### config.mk
export PLATFORM = sky130hd
export DESIGN_NAME = apb_priority_sequencer
export DESIGN_NICKNAME = d
export VERILOG_FILES = /design/src/rtl/apb_priority_sequencer.sv
export SDC_FILE = /design/constraint.sdc
export NUM_CORES = 1
export LEC_CHECK = 0
export CAP_MARGIN = 30
export CORE_MARGIN = 2
export CORE_UTILIZATION = 50
export CTS_CLUSTER_SIZE = 8
export DETAILED_ROUTE_END_ITERATION = 7
export PLACE_DENSITY = 0.8
export SYNTH_ARGS = -nofsm -noshare
export SYNTH_HDL_FRONTEND = slang
export SYNTH_SLANG_ARGS = --single-unit
### constraint.sdc
create_clock -name i_pclk -period 14.5 [get_ports i_pclk]
set_input_delay 1.45 -clock i_pclk [delete_from_list [all_inputs] [get_ports i_pclk]]
set_output_delay 1.45 -clock i_pclk [all_outputs]
set_load 0.005 [all_outputs]
### src/rtl/apb_priority_sequencer.sv
// ---------------------------------------------------------------------------
// apb_priority_sequencer
//   Programs the interrupt controller's per-peripheral priority registers
//   over APB. On start, the flat priority table is captured and written to
//   addresses 0..NO_OF_PERIPHERALS-1, one APB write per entry.
//   o_cfg_valid rises once the whole table has been written. A slave that
//   holds pready low too long aborts the run with a sticky error, and the
//   failing address is reported.
//
// Ports
//   i_pclk, i_presetn      clock, synchronous active-low reset
//   i_start                program request (only honoured when idle)
//   i_prio_table           entry i at [i*WIDTH +: WIDTH]
//   o_busy                 run in progress
//   o_cfg_valid            table fully programmed (level)
//   o_err, o_err_addr      last run timed out, and at which address
//   o_psel .. o_pwdata     APB master outputs (write-only)
//   i_pready               APB slave ready
// ---------------------------------------------------------------------------
module apb_priority_sequencer #(
   parameter int NO_OF_PERIPHERALS = 16,
   parameter int WIDTH             = $clog2(NO_OF_PERIPHERALS),
   parameter int TIMEOUT_CYCLES    = 16
) (
   input  logic                               i_pclk,
   input  logic                               i_presetn,
   input  logic                               i_start,
   input  logic [NO_OF_PERIPHERALS*WIDTH-1:0] i_prio_table,
   output logic                               o_busy,
   output logic                               o_cfg_valid,
   output logic                               o_err,
   output logic [WIDTH-1:0]                   o_err_addr,
   output logic                               o_psel,
   output logic                               o_penable,
   output logic                               o_pwrite,
   output logic [WIDTH-1:0]                   o_paddr,
   output logic [WIDTH-1:0]                   o_pwdata,
   input  logic                               i_pready
);

   localparam logic [1:0] ST_IDLE   = 2'd0;
   localparam logic [1:0] ST_SETUP  = 2'd1;
   localparam logic [1:0] ST_ACCESS = 2'd2;

   // Counter is wide enough to hold TIMEOUT_CYCLES; 1 bit when disabled.
   localparam int TW = (TIMEOUT_CYCLES > 0) ? $clog2(TIMEOUT_CYCLES + 1) : 1;
   localparam logic [WIDTH-1:0] LAST_IDX = WIDTH'(NO_OF_PERIPHERALS - 1);
   localparam logic [TW-1:0]    TO_LAST  = TW'((TIMEOUT_CYCLES > 0) ? TIMEOUT_CYCLES - 1 : 0);

   logic [1:0]                         r_state;
   logic [NO_OF_PERIPHERALS*WIDTH-1:0] r_table;
   logic [WIDTH-1:0]                   r_idx;
   logic [TW-1:0]                      r_tcnt;
   logic                               r_busy, r_cfg_valid, r_err;
   logic [WIDTH-1:0]                   r_err_addr;
   logic                               r_psel, r_penable, r_pwrite;
   logic [WIDTH-1:0]                   r_paddr, r_pwdata;

   logic [WIDTH-1:0] w_nxt_idx;
   logic             w_timeout;

   assign w_nxt_idx = r_idx + WIDTH'(1);
   // This edge is the TIMEOUT_CYCLES-th ACCESS edge without pready.
   assign w_timeout = (TIMEOUT_CYCLES > 0) && (r_tcnt == TO_LAST);

   always_ff @(posedge i_pclk) begin
      if (!i_presetn) begin
         r_state     <= ST_IDLE;
         r_idx       <= '0;
         r_tcnt      <= '0;
         r_busy      <= 1'b0;
         r_cfg_valid <= 1'b0;
         r_err       <= 1'b0;
         r_err_addr  <= '0;
         r_psel      <= 1'b0;
         r_penable   <= 1'b0;
         r_pwrite    <= 1'b0;
         r_paddr     <= '0;
         r_pwdata    <= '0;
      end else begin
         case (r_state)
            ST_IDLE: begin
               if (i_start) begin
                  r_table     <= i_prio_table;
                  r_idx       <= '0;
                  r_tcnt      <= '0;
                  r_cfg_valid <= 1'b0;
                  r_err       <= 1'b0;
                  r_busy      <= 1'b1;
                  r_psel      <= 1'b1;
                  r_penable   <= 1'b0;
                  r_pwrite    <= 1'b1;
                  r_paddr     <= '0;
                  r_pwdata    <= i_prio_table[WIDTH-1:0];
                  r_state     <= ST_SETUP;
               end
            end
            ST_SETUP: begin
               r_penable <= 1'b1;
               r_state   <= ST_ACCESS;
            end
            ST_ACCESS: begin
               // pready wins over a timeout on the same edge.
               if (i_pready || w_timeout) begin
                  if (i_pready && (r_idx != LAST_IDX)) begin
                     r_idx     <= w_nxt_idx;
                     r_tcnt    <= '0;
                     r_penable <= 1'b0;
                     r_paddr   <= w_nxt_idx;
                     r_pwdata  <= r_table[w_nxt_idx*WIDTH +: WIDTH];
                     r_state   <= ST_SETUP;
                  end else begin
                     // Run ends: either last write accepted or slave stalled.
                     r_busy    <= 1'b0;
                     r_psel    <= 1'b0;
                     r_penable <= 1'b0;
                     r_pwrite  <= 1'b0;
                     r_paddr   <= '0;
                     r_pwdata  <= '0;
                     r_state   <= ST_IDLE;
                     if (i_pready) begin
                        r_cfg_valid <= 1'b1;
                     end else begin
                        r_err      <= 1'b1;
                        r_err_addr <= r_idx;
                     end
                  end
               end else if (TIMEOUT_CYCLES > 0) begin
                  r_tcnt <= r_tcnt + TW'(1);
               end
            end
            default: r_state <= ST_IDLE;
         endcase
      end
   end

   assign o_busy      = r_busy;
   assign o_cfg_valid = r_cfg_valid;
   assign o_err       = r_err;
   assign o_err_addr  = r_err_addr;
   assign o_psel      = r_psel;
   assign o_penable   = r_penable;
   assign o_pwrite    = r_pwrite;
   assign o_paddr     = r_paddr;
   assign o_pwdata    = r_pwdata;

endmodule

; ---- Word-level counts from Yosys, hierarchy flattened
; Cells that the tools add are included.
[totals]
reg_bits = 91
latch_bits = 0
ramBits = 0
rom_bits = 0
in_bits = 68
output_inout_bits = 18
elab_cells = 76
memories = 0
[op_classes]
add_sub_neg = 2
multipliers = 0
div = 0
order_cmp = 0
eq_ne = 11
shifts = 1
n_mux = 34
bitwise_logic = 2
n_reduce_logical = 15
[op_table]
columns = operator, count
row1 = 64-bit by 7-bit indexed part select with 4-bit output, 1
row2 = 4-bit two-way mux, 8
row3 = 4-bit one-hot mux with 2 select lines, 3
row4 = 5-bit two-way mux, 3
row5 = 1-bit two-way mux, 12
row6 = 2-bit inequality test (second input constant), 6
row7 = 3-bit AND reduction, 4
row8 = 4-bit AND reduction, 3
row9 = 5-bit one-hot mux with 2 select lines, 1
row10 = 5-bit AND reduction, 2
row11 = 1-bit one-hot mux with 2 select lines, 3
row12 = 2-bit one-hot mux with 3 select lines, 1
row13 = 5-bit by 1-bit adder with 5-bit output (second input constant), 1
row14 = 5-bit by 4-bit == test with 1-bit output (second input constant), 1
row15 = 4-bit by 1-bit adder with 4-bit output (second input constant), 1
row16 = 2-bit two-way mux, 2
row17 = 4-bit inequality test (second input constant), 1
row18 = 3-bit inequality test (second input constant), 1
row19 = 1-bit one-hot mux with 3 select lines, 1
row20 = 3-bit nonzero test, 1
row21 = 2-bit by 1-bit == test with 1-bit output (second input constant), 1
row22 = 2-bit == test (second input constant), 1
row23 = 2-bit logical NOT, 1
row24 = 1-bit NOT, 2
row25 = other kinds (4), 4

; ---- Depth between registers and ports, before layout
[logic_depth]
word_depth = 5
ltp_mapped = 9
mapped_depth_nobuf = 8

; ---- Least setup slack after synthesis
; No wires, ideal clock.
[synth_timing]
kind = input -> register
startpoint = in i_presetn
endpoint = reg r_table[0] (enable)
setup_ps = 565
arrival_time_ps = 6153
required_time_ps = 13935
path_slack_ps = 7782
cell_stages = 3
path_buffers = 1
cell_sequence = inv_1 -> buf_1 -> nor3_1
[synth_via]
elab_chain_cells = 1
[synth_rtl]
columns = element, line
row1 = from (decl), 26  ; input logic i_presetn,
row2 = 3-bit AND reduction (no line), n/a
row3 = to (signal assigned), 84  ; r_table <= i_prio_table;
row4 = to (decl), 51  ; logic [NO_OF_PERIPHERALS*WIDTH-1:0] r_table;
; Every way passes these cells.
; A chain may end at the register's enable or synchronous reset.

; ---- Worst setup path in the final report
[layout_timing]
startpoint = in i_presetn
endpoint = reg r_table[30] (enable)
; Same word-level chain as after synthesis.

==> impl_metrics.toml <==
[clock_network]
cts_tree = "yes"
ctsHtreeMaxLevel = 3
holdBufCountCts = 0
clock_latency_ps = 350
post_cts_buffers = 0
cts-root-buf = "clkbuf_8"
clockBufferDepth = 2
cts_made_buffers = 9
cts_resized = 0
clock_sinks = 91
clk_pin_slew_ps = 100

[timing]
fin_crit_sh_pct = 23.0
period_needed_ps = 3340
final_hold_viol_count = 0
skew_ps = 14.8
rsz0062_at_grt = "false"
max_slew_margin_pct = 48.5
worstMarginPinSlew_ps = 773
timing.final.ws_setup_ps = 11160
setup_viol = 0
fmaxAchievable_ghz = 0.299
slew_viol_final = 0
setup_tns_ps = 0

[logic_synthesis]
ys_async_sr_fraction_pct = 0
synth-seq-cells = 91
ys.flop_type = "edfxtp_1"
syn_area_um2 = 3650
yosys_warnings = 0
synth_edf_count = 64
synth_cells = 232
syn_area_per_cell_um2 = 15.7
synth.distinct_cells = 43
synth_seq_area_share_pct = 67.5
synth_nets = 303

[critical_path]
reg2reg_to = "o_pwdata[0]"
crit_required_ps = 14480
path_max_fanout = 64
crit_cells = 4
arrival_ps = 3320
endpoint = "r_table[30]"
endpoint_kind = "register"
cp-start-kind = "input port"
path_buf_inv = 3
critical_path_class = "in2reg"
cp_top_family = "buffers and inverters"
path_cells = "clkdlybuf4s50_1 -> inv_1 -> nor3_2 -> buf_4"
cp_slowest_stage_delay_ps = 630
r2r_start = "r_idx[1]"
cp_slowest_cell = "buf_4"
reg2reg_depth = 5
reg2reg_slack_ps = 12320
startpoint = "i_presetn"

[global_route]
first_global_vias = 2128
grt_antenna_before_repair = 0
grt_max_degree = 65
grt_remaining_overflow = 0
grt_pass1_wl_mm = 10.3
grt_usage_pct = 17.7

[route]
route.vias.total = 2214
wirelength_mm = 6.74
ant_nets = 0
dr.pass1.iters = 5
drc = 0
avgViaCountPerCell = 5.28
drtIter0Drc = 151
avgRoutedWirePerCell_um = 16.1

[power_and_ir_drop]
power_w = 0.000494
peakVddDrop_mv = 0.0578
leakagePower_nw = 1.59
p_per_area_nw_per_um2 = 105

[final_layout]
seqCellArea_um2 = 2460
instances_no_fill = 419
multi_input_area_um2 = 1080
antenna_cells = 0
drive_above_1_share_pct = 13.4
nNetsFinal = 386
syn_to_final_growth_pct = 29.5
nFillCells = 524
fin_util_pct = 66.2

[placed_design]
dp_cells = 403
io_buffers = 85
gp_congestion = 0.766
hpwlAfterDp_mm = 4.69
preCtsSetupSlack_ps = 10800

[floorplanning]
start_util_pct = 51.1
die_w_um = 89.4
row_count = 31
dieArea_um2 = 7990
io_pins = 86
dieHeight_um = 89.4
core-area_um2 = 7140

[min_path]
hold_class = "reg2reg"
whs_path_depth = 1

[run]
max-cap-violations = 0

[outcome]
status = "completed"
-- kinds of logic (layout without fill, tap and decap cells) --
family / count (synthesis) / in the layout / synth area share, %
multiplexers: 28 / 28 / 13.2
adder cells (fa/ha/maj): 3 / 3 / 1.03
XOR/XNOR: 2 / 2 / 0.995
buffers and inverters: 20 / 108 / 3.09
AND/OR/NAND/NOR: 50 / 50 / 7.45
flip-flops: 91 / 91 / 67.5
AO/OA/AOI/OAI: 38 / 38 / 6.73
-- metrics by stage --
stage	area (um2)	hold slack [ps]
6_report	4720	464
5_1_grt	4720	504
4_1_cts	4720	470
3_5_place_dp	4550	456
3_3_place_gp	4550	445
2_1_floorplan	3650	423
-- area by class of cell --
type	instances	area share (%)
sequential	91	52.1
multi-input combinational	121	22.8
timing repair buffer	87	18.3
clock buffer	9	2.62
tap	99	2.62
clock inverter	7	1.11
inverter	5	0.397
-- worst min path at each step --
| stage | slack, ps | from | to |
|---|---|---|---|
| final | 460 | r_tcnt[3] | r_tcnt[3] |
| after detailed placement | 460 | r_tcnt[3] | r_tcnt[3] |
| after CTS | 470 | r_tcnt[3] | r_tcnt[3] |
| after global routing | 500 | r_tcnt[3] | r_tcnt[3] |
| after floorplan | 420 | r_tcnt[3] | r_tcnt[3] |
| after global placement | 450 | r_tcnt[3] | r_tcnt[3] |
-- Yosys cell counts (5+ instances only) --
library cell / n / area, um2
edfxtp_1: 64 / 1920
nor2_1: 21 / 78.8
mux4_2: 16 / 360
a21oi_1: 15 / 75.1
buf_2: 5 / 25.0
mux2i_1: 12 / 120
dfxtp_1: 27 / 541
nand2_1: 7 / 26.3
inv_1: 5 / 18.8
-- cell usage in the layout (no fill, tap or decap), drive strengths merged, types with 2 or more instances in the layout --
cell type	count
nand2b	4
inv	6
buf	2
mux4	16
nor2b	2
dfxtp	27
ha	3
xor2	2
mux2i	12
nand2	7
edfxtp	64
clkbuf	9
nand3	5
clkinvlp	2
o21ai	7
a21oi	15
o21a	2
a31oi	2
nor3b	3
clkinv	4
o22a	4
nor2	21
clkdlybuf4s50	85
a211oi	3
-- state kept, by name (all words and copies together), names as in the netlist --
register	cells
r_tcnt	5
r_idx	4
r_state	2
o_pwdata	4
o_pwrite	1
o_paddr	4
o_penable	1
r_table	64
o_err_addr	4
o_cfg_valid	1
o_err	1
-- layer usage --
metal	GRT usage [%]	wire, um	vias up
li1	-	-	1049
met1	23.4	2890	1077
met2	27.9	3290	83
met3	5.72	479	5
met4	6.24	70	0
met5	0	0	-
-- power by group --
part	internal (W)	switching, W	total [W]
Clock	0.0000630	0.0000888	0.000152
Sequential	0.000290	0.00000444	0.000295
Combinational	0.0000288	0.0000185	0.0000473
Power figures use the tool's default switching activity.
